**src/rtl/drain_pkg.sv**
```systemverilog
// drain_pkg
// Shared definitions for the systolic-array result drain path.
// Contents:
//   NUM_ELEM      number of result words per tile (4x4 array)
//   IDX_W         width of the element index used to walk a tile
//   DEF_DATA_W    default result word width
//   DEF_ADDR_W    default result-memory address width
//   drain_state_e writer FSM states (IDLE, DRAIN, DONE)
// Optional build macro used by the modules importing this package:
// DRAIN_RELU_EN.
package drain_pkg;

  localparam int NUM_ELEM   = 16;
  localparam int IDX_W      = 4;
  localparam int DEF_DATA_W = 16;
  localparam int DEF_ADDR_W = 8;

  typedef enum logic [1:0] {
    IDLE  = 2'd0,
    DRAIN = 2'd1,
    DONE  = 2'd2
  } drain_state_e;

endpackage

```
**src/rtl/result_capture_bank.sv**
```systemverilog
// result_capture_bank
// Snapshot storage for one 4x4 tile of results plus a read mux that
// selects one word by element index.
// Ports:
//   clk        rising-edge clock
//   rst        asynchronous active-low reset (clears every snapshot word)
//   load       capture load_data into the snapshot this cycle
//   load_data  16 packed result words, element 0 in the low slot
//   rd_idx     element index to present on rd_data
//   rd_data    snapshot word at rd_idx
// Build option: with DRAIN_RELU_EN defined, negative words are stored as
// zero at capture time so the drain itself is unaffected.
module result_capture_bank
  import drain_pkg::*;
#(
  parameter int DATA_W = DEF_DATA_W
) (
  input  logic                             clk,
  input  logic                             rst,
  input  logic                             load,
  input  logic [NUM_ELEM-1:0][DATA_W-1:0]  load_data,
  input  logic [IDX_W-1:0]                 rd_idx,
  output logic [DATA_W-1:0]                rd_data
);

  logic [NUM_ELEM-1:0][DATA_W-1:0] snap;
  logic [NUM_ELEM-1:0][DATA_W-1:0] snap_d;

  // Word conditioning happens on the way in, keeping the read mux
  // a plain selector with no extra logic depth.
  always_comb begin
    snap_d = '0;
    for (int i = 0; i < NUM_ELEM; i++) begin
`ifdef DRAIN_RELU_EN
      snap_d[i] = load_data[i][DATA_W-1] ? '0 : load_data[i];
`else
      snap_d[i] = load_data[i];
`endif
    end
  end

  always_ff @(posedge clk or negedge rst) begin
    if (!rst) begin
      snap <= '0;
    end else if (load) begin
      snap <= snap_d;
    end
  end

  assign rd_data = snap[rd_idx];

endmodule

```
**src/rtl/result_drain_writer.sv**
```systemverilog
// result_drain_writer
// Captures a 4x4 tile of results and its base address on save_into_memory,
// then writes the tile one word per accepted beat to the result memory
// over a valid/ready port, freeing the array for the next tile.
// Ports:
//   clk               rising-edge clock
//   rst               asynchronous active-low reset
//   save_into_memory  capture strobe from the array wrapper
//   base_addr         tile base address, sampled with the strobe
//   r_00..r_33        array results (row-major), sampled with the strobe
//   wr_ready          memory accepts the current beat
//   wr_valid          write beat present
//   wr_addr           base + element index, wrapping modulo 2^ADDR_W
//   wr_data           captured element at the current index
//   busy              high while draining or signalling completion
//   drain_done        one-cycle pulse after the last beat is accepted
//   overflow          sticky flag: a strobe arrived mid-drain and was dropped
// Build option: DRAIN_RELU_EN clamps negative results to zero at capture.
module result_drain_writer
  import drain_pkg::*;
#(
  parameter int DATA_W = DEF_DATA_W,
  parameter int ADDR_W = DEF_ADDR_W,
  parameter int N      = 4
) (
  input  logic              clk,
  input  logic              rst,
  input  logic              save_into_memory,
  input  logic [ADDR_W-1:0] base_addr,
  input  logic [DATA_W-1:0] r_00, r_01, r_02, r_03,
  input  logic [DATA_W-1:0] r_10, r_11, r_12, r_13,
  input  logic [DATA_W-1:0] r_20, r_21, r_22, r_23,
  input  logic [DATA_W-1:0] r_30, r_31, r_32, r_33,
  input  logic              wr_ready,
  output logic              wr_valid,
  output logic [ADDR_W-1:0] wr_addr,
  output logic [DATA_W-1:0] wr_data,
  output logic              busy,
  output logic              drain_done,
  output logic              overflow
);

  localparam logic [IDX_W-1:0] LAST_IDX = IDX_W'(N * N - 1);

  drain_state_e                    state;
  logic [IDX_W-1:0]                idx;
  logic [ADDR_W-1:0]               base_q;
  logic [NUM_ELEM-1:0][DATA_W-1:0] r_bus;
  logic                            capture;

  // Row-major packing: element 4*row+col lands in slot 4*row+col.
  assign r_bus = {r_33, r_32, r_31, r_30,
                  r_23, r_22, r_21, r_20,
                  r_13, r_12, r_11, r_10,
                  r_03, r_02, r_01, r_00};

  // A strobe is only honoured outside DRAIN, so a tile in flight is never
  // overwritten; the DONE cycle accepts it to allow back-to-back tiles.
  assign capture = save_into_memory && (state != DRAIN);

  result_capture_bank #(
    .DATA_W (DATA_W)
  ) u_bank (
    .clk       (clk),
    .rst       (rst),
    .load      (capture),
    .load_data (r_bus),
    .rd_idx    (idx),
    .rd_data   (wr_data)
  );

  always_ff @(posedge clk or negedge rst) begin
    if (!rst) begin
      state    <= IDLE;
      idx      <= '0;
      base_q   <= '0;
      overflow <= 1'b0;
    end else begin
      case (state)
        IDLE, DONE: begin
          if (save_into_memory) begin
            state  <= DRAIN;
            idx    <= '0;
            base_q <= base_addr;
          end else begin
            state <= IDLE;
          end
        end
        DRAIN: begin
          if (save_into_memory) begin
            overflow <= 1'b1;
          end
          if (wr_ready) begin
            idx <= idx + 1'b1;
            if (idx == LAST_IDX) begin
              state <= DONE;
            end
          end
        end
        default: state <= IDLE;
      endcase
    end
  end

  // Outputs decode registered state only; wr_ready never reaches them
  // combinationally.
  assign wr_valid   = (state == DRAIN);
  assign busy       = (state != IDLE);
  assign drain_done = (state == DONE);
  assign wr_addr    = base_q + ADDR_W'(idx);

endmodule

```
**config.mk**
```make
export PLATFORM = sky130hd
export DESIGN_NAME = result_drain_writer
export DESIGN_NICKNAME = d
export VERILOG_FILES = /design/src/rtl/drain_pkg.sv /design/src/rtl/result_capture_bank.sv /design/src/rtl/result_drain_writer.sv
export SDC_FILE = /design/constraint.sdc
export NUM_CORES = 1
export LEC_CHECK = 0
export BUFFER_PORTS_ARGS = -buffer_cell sky130_fd_sc_hd__buf_2
export CAP_MARGIN = 40
export CORE_MARGIN = 2
export CORE_UTILIZATION = 45
export CTS_BUF_LIST = sky130_fd_sc_hd__clkbuf_8
export CTS_CLUSTER_DIAMETER = 40
export CTS_CLUSTER_SIZE = 10
export DETAILED_ROUTE_END_ITERATION = 10
export PLACE_DENSITY = 0.69
export SYNTH_ARGS = -nofsm -noshare
export SYNTH_HDL_FRONTEND = slang
export SYNTH_SLANG_ARGS = --single-unit
export TNS_END_PERCENT = 5
```
**constraint.sdc**
```tcl
create_clock -name clk -period 2.1 [get_ports clk]
set_input_delay 0.105 -clock clk [delete_from_list [all_inputs] [get_ports clk]]
set_output_delay 0.105 -clock clk [all_outputs]
set_load 0.03 [all_outputs]
```
* Word-level counts from Yosys, hierarchy flattened
Cells that the tools add are included.
Word-level totals: flip-flop bits (word level) 271, input port bits 268
Operators by class: add/subtract/negate cells 2, magnitude comparators 1, equality and inequality tests 7, muxes and demuxes 9, reductions and logical operators 9
Operators with widths (number):
- 16-bit binary-select mux with 4-bit select | 1
- 16-bit 2-to-1 mux | 1
- 8-bit by 4-bit adder with 8-bit output | 1
- 4-bit 2-to-1 mux | 2
- 4-bit one-hot mux with 2 select lines | 1
- 2-bit AND reduction | 3
- 4-bit by 5-bit < comparator with 1-bit output (second input constant) | 1
- 4-bit by 1-bit adder with 4-bit output (second input constant) | 1
- 4-bit equality test (second input constant) | 1
- 2-bit 2-to-1 mux | 2
- 2-bit by 1-bit != test with 1-bit output (second input constant) | 2
- 2-bit != test (second input constant) | 2
- 2-bit one-hot mux with 2 select lines | 1
- 2-bit nonzero test | 2
- 3-bit AND reduction | 1
- 2-bit by 1-bit equality test with 1-bit output (second input constant) | 1
- 2-bit equality test (second input constant) | 1
- 2-bit zero test | 1
- 2-bit OR reduction | 1
- 1-bit logical AND | 1
- 1-bit 2-to-1 mux | 1

* Depth between registers and ports, before layout
Gate-level depths: netlist of the first run.
depth after elaboration 4, depth in mapped cells 6

* Hierarchy
Synthesis of the first run repeated with hierarchy kept, for this count alone.
Second synthesis, totals: cells, all modules 775, area, all modules 12285.5 sq um
By module, submodules not included:
- result_capture_bank | times used 1, cells an instance 677, area each 11402.2 sq um, sequential area each 6406.1 sq um
- result_drain_writer | times used 1, cells an instance 98, area each 883.3 sq um, sequential area each 375.4 sq um

* Least setup slack after synthesis of the first run
Ideal clock, no wire load.
kind register to output, start point reg idx[0], end point out wr_addr[6], arrival 1.944 ns, slack 0.051 ns, stages on the path, launching flop included 7, buffers on the path 0, cells stage by stage dfrtp_1 > ha_1 > fa_1 > a21o_1 > a21oi_1 > nor2_1 > xor2_1
On the way: word-level cells in the longest chain between the ends 1
RTL lines:
- start, declared | RTL line result_drain_writer.sv:46 | logic [IDX_W-1:0] idx;
- start signal, assigned | RTL line result_drain_writer.sv:94 | idx <= idx + 1'b1;
- 8-bit by 4-bit adder with 8-bit output | RTL line result_drain_writer.sv:110 | assign wr_addr = base_q + ADDR_W'(idx);
- end, declared | RTL line result_drain_writer.sv:36 | output logic [ADDR_W-1:0] wr_addr,
No other way between the ends.

* Worst setup path in the final report of the first run
start point reg idx[0], end point out wr_data[2]
On the way: word-level cells in the longest chain between the ends 2
RTL lines:
- 16-bit binary-select mux with 4-bit select | RTL line result_capture_bank.sv:50 | assign rd_data = snap[rd_idx];
- 16-bit 2-to-1 mux (implied by the code) | RTL line result_capture_bank.sv:50
- end, declared | RTL line result_drain_writer.sv:37 | output logic [DATA_W-1:0] wr_data,
No other way between the ends. The select of a mux whose other input is x is not followed.

==> results of run 1 <==
==> cell usage after synthesis, drive strengths merged <==
| library cell | instances |
|---|---|
| dfrtp | 271 |
| mux2 | 256 |
| mux4 | 64 |
| nand2 | 46 |
| buf | 40 |
| a22oi | 32 |
| clkbuf | 12 |
| nand3 | 6 |
| nor2 | 6 |
| ha | 5 |
| nor2b | 4 |
| o21ai | 4 |
| a21o | 3 |
| xnor2 | 3 |
| xor2 | 3 |
| a211oi | 2 |
| a21oi | 2 |
| nand2b | 2 |
| and2 | 1 |
| fa | 1 |
| inv | 1 |
| o2111ai | 1 |
| or2 | 1 |
| or3 | 1 |
==> through the flow <==
stage	hold slack, ns	power (mW)	setup slack, ns
final	0.0599	26.3	-0.425
after global routing	0.0733	27.6	-0.498
after CTS	0.0461	25.9	-0.425
after detailed placement	0.0284	20.0	0.00875
after global placement	0.0296	19.7	0.0363
after floorplan	-0.191	16.3	0.0505
==> power groups by stage <==
stage	Clock (mW)	Combinational, mW	Sequential, mW
5_1_grt	4.92	12.9	9.81
6_report	4.57	12.1	9.58
2_1_floorplan	0	7.60	8.73
4_1_cts	4.68	11.8	9.42
3_5_place_dp	0	10.5	9.49
3_3_place_gp	0	10.2	9.44
==> worst reg2reg max path, stage by stage (launching register included) <==
cell and delay (ns):
dfrtp_1 0.39, nand2b_1 0.22, nand2_4 0.17, buf_12 0.19, buf_4 0.28, mux2_2 0.37
==> path summary, 6_finish.rpt <==
path,startpoint,cells after the start,end
min in group clk,base_addr[4],4,base_q[4]
min,rst,2,u_bank.snap[119]
min reg2reg,overflow,1,overflow
max in group asynchronous,rst,3,idx[0]
max,idx[0],6,wr_data[2]
max reg2reg,state[1],5,u_bank.snap[38]
==> registers in the layout, indices dropped and copies added, names as in the netlist <==
name,count
overflow,1
idx,4
base_q,8
state,2
u_bank.snap,256
==> cells by family after synthesis <==
group,count (synthesis),synth area share (%)
fa+ha+maj,6,0.682
xor+xnor,6,0.434
simple gates,67,2.32
compound gates,44,2.61
flops,271,56.0
buf+inv,53,2.26
mux,320,35.7
==> final cells by class <==
type,count,share of cell area (%)
Sequential cell,271,37.4
Multi-Input combinational cell,443,28.9
Timing Repair Buffer,602,26.6
Clock buffer,46,3.49
Tap cell,341,2.35
Clock inverter,21,1.14
Antenna cell,8,0.110
Inverter,1,0.0207
==> layer usage <==
metal,vias to the layer above,part of all wire [%]
met5,-,0
met4,0,4.5
met3,111,5.6
met2,370,50
met1,4645,40
li1,4053,-
==> repair_timing <==
action,CTS,global route
gates resized for setup,60,18
cloned,1,0
pin swaps,19,3
endpoints found under the setup margin,23,23
endpoints found under the hold margin,541,0
hold buffers,267,0
buffers inserted,2,0
==> flow_summary.ini, run 1 <==
[final_layout]
final_cell_mix = buf_2, dfrtp_1, dlygate4sd3_1
drive_gt1_share_pct = 54.8
seqCellArea_um2 = 6790
multi_input_area_um2 = 5250
finalCoreUtilization_pct = 68.0
layout_commonest_cell = buf_2
stdcell_area_um2 = 18200
area_delta_synth_final_pct = 50.0
final_nets = 1634
num-fill-cells = 1832
fin_cells = 1733

[die]
fp-row-count = 60
start_util_pct = 45.3
fp.dieW_um = 168
die_area_um2 = 28200
num_io_pins = 296
die_y_um = 168
core_um2 = 26700

[grt]
gr-usage-all-layers_pct = 27.1
grt_pass1_vias = 10300
grt_pass1_wl_um = 58100
antenna_found_initial = 8
overflow = 0
busiest_layer = met2
grt_max_degree = 80
met2_usage_pct = 46.3
met1_usage_pct = 33.7
grtUsageMet3_pct = 5.29

[timing]
worst_pin_slew_ns = 0.669
max_slew_margin_pct = 55.3
setup_viol = 21
max_freq_mhz = 396
finClkSkew_ns = 0.0162
tns_ns = -7.29
rsz0062_at_grt = true
post-route-period-util_pct = 120
setup_ws_ns = -0.425
drv_slew = 0
min_period_ns = 2.52
hold_viol_final = 0

[worst_setup_path]
path_class = flip-flop to primary output
cpPeakStageDelay_ns = 0.56
worstPathArrival_ns = 2.42
cp_cell_sequence = buf_12 > buf_12 > mux4_2 > a22oi_2 > nand2_1 > buf_6
crit_path_top_delay_cell = mux4_2
critical_path_buf_inv_count = 3
path_max_fanout = 8
required_ns = 2.00
path_delay_family = multiplexers
endpoint_kind = primary output
start_kind = flip-flop
rrSetupSlack_ns = 0.37
path_common_cell = buf_12

[status]
outcome = finished with violations
violations = negative setup slack

[place]
dpl_cell_area_um2 = 14300
hpwl_um = 24200
dp.cells = 1388
place.gp.congestion = 0.828
port_buffers = 295

[synthesis]
ys_seq_area_share_pct = 56.0
syn_area_per_cell_um2 = 15.8
syn_nets = 1041
yosysTopAreaCell = dfrtp_1
synth_cell_types = 27
synth_top_area_share_pct = 56.0
syn_inst = 767
yosys_warnings = 0
mappedNetlistArea_um2 = 12100
synth_seq_cells = 271
synthTopCellsByArea = dfrtp_1, mux2_2, mux4_2

[power]
swShare_pct = 35.3
power_frac_clock_pct = 17.4
p_comb_share_pct = 46.2
ir_drop_uv = 930
power.density_cell_area_nw_per_um2 = 1450
p_leak_nw = 8.22
intPower_mw = 17.0
p_sw_mw = 9.29
p_seq_share_pct = 36.4

[drt]
vias_per_cell = 5.30
routed_wirelength_um = 37900
drt_iter0_drc = 503
wl_per_cell_um = 21.9
ant_nets = 0
via_count = 9179
dr.pass1.iters = 4
drc = 0

[clock_tree]
clockRootBuffer = clkbuf_8
clockBufferDepth = 3
cts_made_buffers = 41
cts.sinks = 271
path_clk_slew_ns = 0.07
cts_tree = built
insertion_delay_ns = 0.54
htree_levels = 2

[job]
cap_violations = 0

[hold_path]
hold_class = input port to asynchronous set/reset pin
Power figures use the tool's default switching activity.
==> run 2, diff against run 1 <==
- PLACE_DENSITY: 0.69 -> 0.76
==> run 2 against run 1 <==
Net effect: the flow still finishes with violations (negative setup slack); sequential power rose by 0.9%; design area rose by 1.8%; total power is 5.3% higher; clock power up 15%; via count is 4.5% higher; die area unchanged; critical endpoint is now wr_addr[6].
==> flow_summary.ini, run 2 (synthesized netlist as in run 1, its figures left out) <==
[status]
outcome = finished with violations
violations = negative setup slack

[final_layout]
final_cell_mix = buf_2, dfrtp_1, dlygate4sd3_1
multi_input_area_um2 = 5240
num-fill-cells = 1737
layout_commonest_cell = buf_2
top_register = u_bank.snap
largest_reg_flops = 256
reg_top3 = u_bank.snap (256), base_q (8), idx (4)
final_nets = 1647
seqCellArea_um2 = 6790
drive_gt1_share_pct = 55.4
stdcell_area_um2 = 18500
area_delta_synth_final_pct = 52.7
fin_cells = 1752

[clock_tree]
htree_levels = 2
cts.sinks = 271
insertion_delay_ns = 0.56
clockRootBuffer = clkbuf_8
clockBufferDepth = 3
cts_made_buffers = 42
cts_tree = built
path_clk_slew_ns = 0.07

[drt]
drt_iter0_drc = 607
via_count = 9590
dr.pass1.iters = 4
ant_nets = 0
drc = 0
routed_wirelength_um = 41300
wl_per_cell_um = 23.5
vias_per_cell = 5.47

[timing]
post-route-period-util_pct = 120
drv_slew = 0
hold_viol_final = 0
finClkSkew_ns = 0.0241
setup_viol = 22
tns_ns = -7.14
rsz0062_at_grt = true
min_period_ns = 2.52
setup_ws_ns = -0.421
finalHoldWorstSlack_ns = 0.138
max_freq_mhz = 397
worst_pin_slew_ns = 0.757
max_slew_margin_pct = 49.5

[worst_setup_path]
endpoint_kind = primary output
path_max_fanout = 3
cpPeakStageDelay_ns = 0.51
cp_cell_sequence = ha_2 > fa_2 > a21o_1 > a21oi_2 > nor2_1 > xor2_1 > buf_4
critical_path_buf_inv_count = 1
crit_path_top_delay_cell = dfrtp_4
rrSetupSlack_ns = 0.35
start_kind = flip-flop
required_ns = 2.00
path_class = flip-flop to primary output
path_delay_family = adder cells
worstPathArrival_ns = 2.42

[die]
fp-row-count = 60
die_y_um = 168
die_area_um2 = 28200
core_um2 = 26700
start_util_pct = 45.3
num_io_pins = 296
fp.dieW_um = 168

[place]
place.gp.congestion = 0.800
port_buffers = 295
dp.cells = 1395
dpl_cell_area_um2 = 14400
hpwl_um = 24600

[hold_path]
hold_class = input port to asynchronous set/reset pin

[job]
cap_violations = 0

[grt]
grt_pass1_wl_um = 61100
overflow = 0
antenna_found_initial = 7
grt_max_degree = 79
grt_pass1_vias = 10700
gr-usage-all-layers_pct = 28.8

[power]
p_leak_nw = 8.39
power.density_cell_area_nw_per_um2 = 1500
ir_drop_uv = 1200
## run 2: routing by layer
layer  part of all wire, %  wire, um  track usage [%]
met3                   5.2      2140             5.22
met2                    52     21400             50.4
met4                   4.6      1920             13.6
met5                     0         0                0
met1                    38     15800             34.8
## run 2: area by class of cell
class / instances / area share, %
Sequential cell: 271 / 36.7
Inverter: 1 / 0.0203
Timing Repair Buffer: 614 / 27.2
Multi-Input combinational cell: 443 / 28.3
Antenna cell: 8 / 0.108
Clock inverter: 25 / 1.73
Tap cell: 341 / 2.31
Clock buffer: 49 / 3.65
## run 2: power by group
part | switching [mW] | internal, mW | total, mW
Sequential | 1.81 | 7.86 | 9.67
Clock | 2.21 | 3.03 | 5.24
Combinational | 5.84 | 6.94 | 12.8
Total | 9.85 | 17.8 | 27.7
## run 2: repair_timing
action / CTS / global route
hold buffers: 267 / 0
setup endpoints to repair: 22 / 23
hold endpoints to repair: 356 / 0
gates cloned: 2 / 1
pin swaps: 23 / 6
gates resized for setup: 72 / 13
buffers inserted: 3 / 2
## run 2: final timing paths
| check | startpoint | to | cells past startpoint |
|---|---|---|---|
| max in group asynchronous | rst | u_bank.snap[207] | 3 |
| hold / removal | rst | u_bank.snap[135] | 2 |
| setup / recovery | idx[0] | wr_addr[6] | 7 |
| hold reg to reg | overflow | overflow | 1 |
| setup reg to reg | state[1] | u_bank.snap[54] | 5 |
| min in group clk | base_addr[4] | base_q[4] | 4 |
## run 2: per-stage QoR
stage,setup WS (ns),utilization [%],power (mW)
2_1_floorplan,0.0505,-,16.3
3_3_place_gp,0.0332,53.8,19.7
3_5_place_dp,0.0155,53.8,20.1
4_1_cts,-0.457,68.8,26.9
5_1_grt,-0.487,69.2,28.9
6_report,-0.421,69.2,27.7
==> run 3, diff against run 2 <==
- BUFFER_PORTS_ARGS: -buffer_cell sky130_fd_sc_hd__buf_2 -> unset
- DONT_BUFFER_PORTS: unset -> 1
- PLACE_DENSITY: 0.76 -> 0.67
==> run 3 against run 2 <==
Net effect: synthesized cell count unchanged; area after synthesis unchanged; the flow now stops in 4_1_cts.
==> flow_summary.ini, run 3 <==
[clock_tree]
clockBufferDepth = 3
cts_made_buffers = 45
holdBufCountCts = 239
htree_levels = 2
cts.sinks = 271
clockRootBuffer = clkbuf_8
postCtsSetupBuffers = 3
cts.repair.resized = 45

[place]
place.gp.congestion = 0.856
dpl_cell_area_um2 = 12800
place_worst_setup_slack_ns = -0.0126
hpwl_um = 22600
port_buffers = 0

[synthesis]
synth_seq_cells = 271
mappedNetlistArea_um2 = 12100
synth_top_area_share_pct = 56.0
synth_ff_type = dfrtp_1
ys_seq_area_share_pct = 56.0
synth_cell_types = 27
syn_inst = 767
syn_area_per_cell_um2 = 15.8
synthArstFlopShare_pct = 100
yosys_warnings = 0
yosysMostFrequentCell = dfrtp_1
synthTopCellsByArea = dfrtp_1, mux2_2, mux4_2
synth-edff-count = 0
yosys-top-cells-count = dfrtp_1, mux2_2, mux4_2
syn_nets = 1041
yosysTopAreaCell = dfrtp_1

[status]
outcome = stopped before the end
lastStage = 4_1_cts
error = [ERROR RSZ-0060] Max buffer count reached.

[die]
fp.dieW_um = 168
fp-row-count = 60
die_y_um = 168
start_util_pct = 45.3
num_io_pins = 296
==> run 3: cell counts after synthesis <==
Identical to the previous run, type by type.
==> run 3: metrics by stage <==
stage / cells / setup TNS, ns / utilization [%]
floorplan: 767 / 0 / -
global placement: 1109 / -0.000315 / 47.9
detailed placement: 1109 / -0.0126 / 47.9
==> run 3: logic make-up after synthesis <==
kind of cell	after synthesis	synth area share [%]
compound gates	44	2.61
xor+xnor	6	0.434
fa+ha+maj	6	0.682
buf+inv	53	2.26
flops	271	56.0
mux	320	35.7
simple gates	67	2.32
==> run 4, diff against run 3 <==
- CORE_UTILIZATION: 45 -> 30
- CTS_BUF_LIST: sky130_fd_sc_hd__clkbuf_8 -> unset
- CTS_CLUSTER_DIAMETER: 40 -> unset
- CTS_CLUSTER_SIZE: 10 -> unset
- PLACE_DENSITY: 0.67 -> unset
- PLACE_DENSITY_LB_ADDON: unset -> 0.15
==> run 4 against run 3 <==
Net effect: the flow now finishes, with violations (negative hold slack, negative setup slack).
==> flow_summary.ini, run 4 (synthesized netlist as in run 1, its figures left out) <==
[timing]
finalHoldWorstSlack_ns = -0.717
post-route-period-util_pct = 122
rsz0062_at_grt = true
setup_viol = 22
finClkSkew_ns = 0.0153
max_slew_margin_pct = 53.5
setup_ws_ns = -0.469
drv_slew = 0
hold_viol_final = 271
tns_ns = -7.41
max_freq_mhz = 389
min_period_ns = 2.57
worst_pin_slew_ns = 0.695

[worst_setup_path]
path_max_fanout = 6
timing.rr.start = state[0]
path_class = flip-flop to primary output
reg2reg_to = base_q[1]
cp_cell_sequence = buf_8 > buf_12 > mux4_2 > a22oi_1 > nand2_2 > buf_6
start_kind = flip-flop
rrSetupSlack_ns = 0.32
cpPeakStageDelay_ns = 0.56
required_ns = 2.00
worstPathArrival_ns = 2.46
crit_path_top_delay_cell = mux4_2
endpoint_kind = primary output
ff2ff_path_depth = 4

[die]
num_io_pins = 296
die_area_um2 = 42000
fp.dieW_um = 205
die_y_um = 205
fp-row-count = 73
start_util_pct = 30.4
core_um2 = 39800

[grt]
antenna_found_initial = 2
grt_pass1_wl_um = 54300
grt_max_degree = 272
gr-usage-all-layers_pct = 17.2
grt_pass1_vias = 8934
overflow = 0

[drt]
via_count = 7903
dr.pass1.iters = 4
drc = 0
vias_per_cell = 4.85
wl_per_cell_um = 21.9
drt_iter0_drc = 321
ant_nets = 0
routed_wirelength_um = 35800

[power]
power_frac_clock_pct = 21.5
intPower_mw = 18.0
p_sw_mw = 9.25
ir_drop_uv = 643
swShare_pct = 33.9
power.density_cell_area_nw_per_um2 = 1580
p_comb_share_pct = 44.0
p_leak_nw = 7.23
p_seq_share_pct = 34.5

[final_layout]
area_delta_synth_final_pct = 42.2
reg_top3 = u_bank.snap (256), base_q (8), idx (4)
final_nets = 1354
largest_reg_flops = 256
layout_commonest_cell = dfrtp_1
drive_gt1_share_pct = 42.9
final_cell_mix = dfrtp_1, dlygate4sd3_1, mux2_2
top_register = u_bank.snap

[clock_tree]
cts.sinks = 271
clockRootBuffer = clkbuf_16
cts_tree = built
cts_made_buffers = 34
holdBufCountCts = 268
clockBufferDepth = 3
htree_levels = 2
insertion_delay_ns = 0.53
path_clk_slew_ns = 0.06

[hold_path]
hold_class = input port to asynchronous set/reset pin

[status]
violations = negative hold slack, negative setup slack
outcome = finished with violations

[place]
port_buffers = 0
place.gp.congestion = 0.811
hpwl_um = 25700

[job]
cap_violations = 0
run 4: area by class of cell:
type / count / area [um2]
Clock inverter: 9 / 130
Sequential cell: 271 / 6790
Clock buffer: 51 / 986
Fill cell: 3666 / 22600
Multi-Input combinational cell: 443 / 5230
Inverter: 1 / 3.75
Timing Repair Buffer: 329 / 3430
Antenna cell: 1 / 2.50
Tap cell: 525 / 657
run 4: power by group through the flow:
stage	clock network, mW	registers (mW)	logic (mW)
2_1_floorplan	0	8.73	7.60
3_3_place_gp	0	9.29	10.7
3_5_place_dp	0	9.44	10.9
4_1_cts	6.06	9.37	12.3
5_1_grt	6.28	9.69	12.9
6_report	5.87	9.39	12.0
run 4: how the worst max path moves through the flow:
stage / startpoint / to / slack (ns)
after global placement: idx[0] / wr_data[5] / -0.12
after CTS: idx[0] / wr_data[5] / -0.49
after floorplan: idx[0] / wr_addr[6] / 0.05
final: idx[0] / wr_data[5] / -0.47
after global routing: idx[0] / wr_data[9] / -0.53
after detailed placement: idx[0] / wr_data[5] / -0.14
run 4: timing repair:
item / in CTS / in global routing
pin swaps: 17 / 3
hold endpoints to repair: 542 / 271
resized for setup: 48 / 9
setup endpoints to repair: 23 / 23
setup buffers: 2 / 0
cloned: 2 / 0
run 4: layer usage:
metal  vias up  routed length, um  global-route usage [%]
met5         -                 11                       0
met2       238              17700                    29.0
met1      4107              15000                    21.9
met3        49               2430                    4.52
li1       3507                  -                       -
met4         2                662                    4.86
run 4: stage by stage:
| stage | instance area, um2 | instances | setup slack, ns | util (%) | power, mW |
|---|---|---|---|---|---|
| after CTS | 17200 | 1630 | -0.494 | 43.2 | 27.7 |
| after floorplan | 12100 | 767 | 0.0505 | - | 16.3 |
| after global placement | 13100 | 1297 | -0.123 | 32.9 | 20.0 |
| after detailed placement | 13100 | 1298 | -0.135 | 33.0 | 20.3 |
| after global routing | 17200 | 1630 | -0.528 | 43.3 | 28.9 |
| final | 17200 | 1630 | -0.469 | 43.3 | 27.3 |
run 4: critical path, delay by kind of cell (launching register included):
kind,cells,cell delay [ns]
mux,1,0.56
simple gates,1,0.08
buf+inv,3,0.44
flops,1,0.52
compound gates,1,0.33
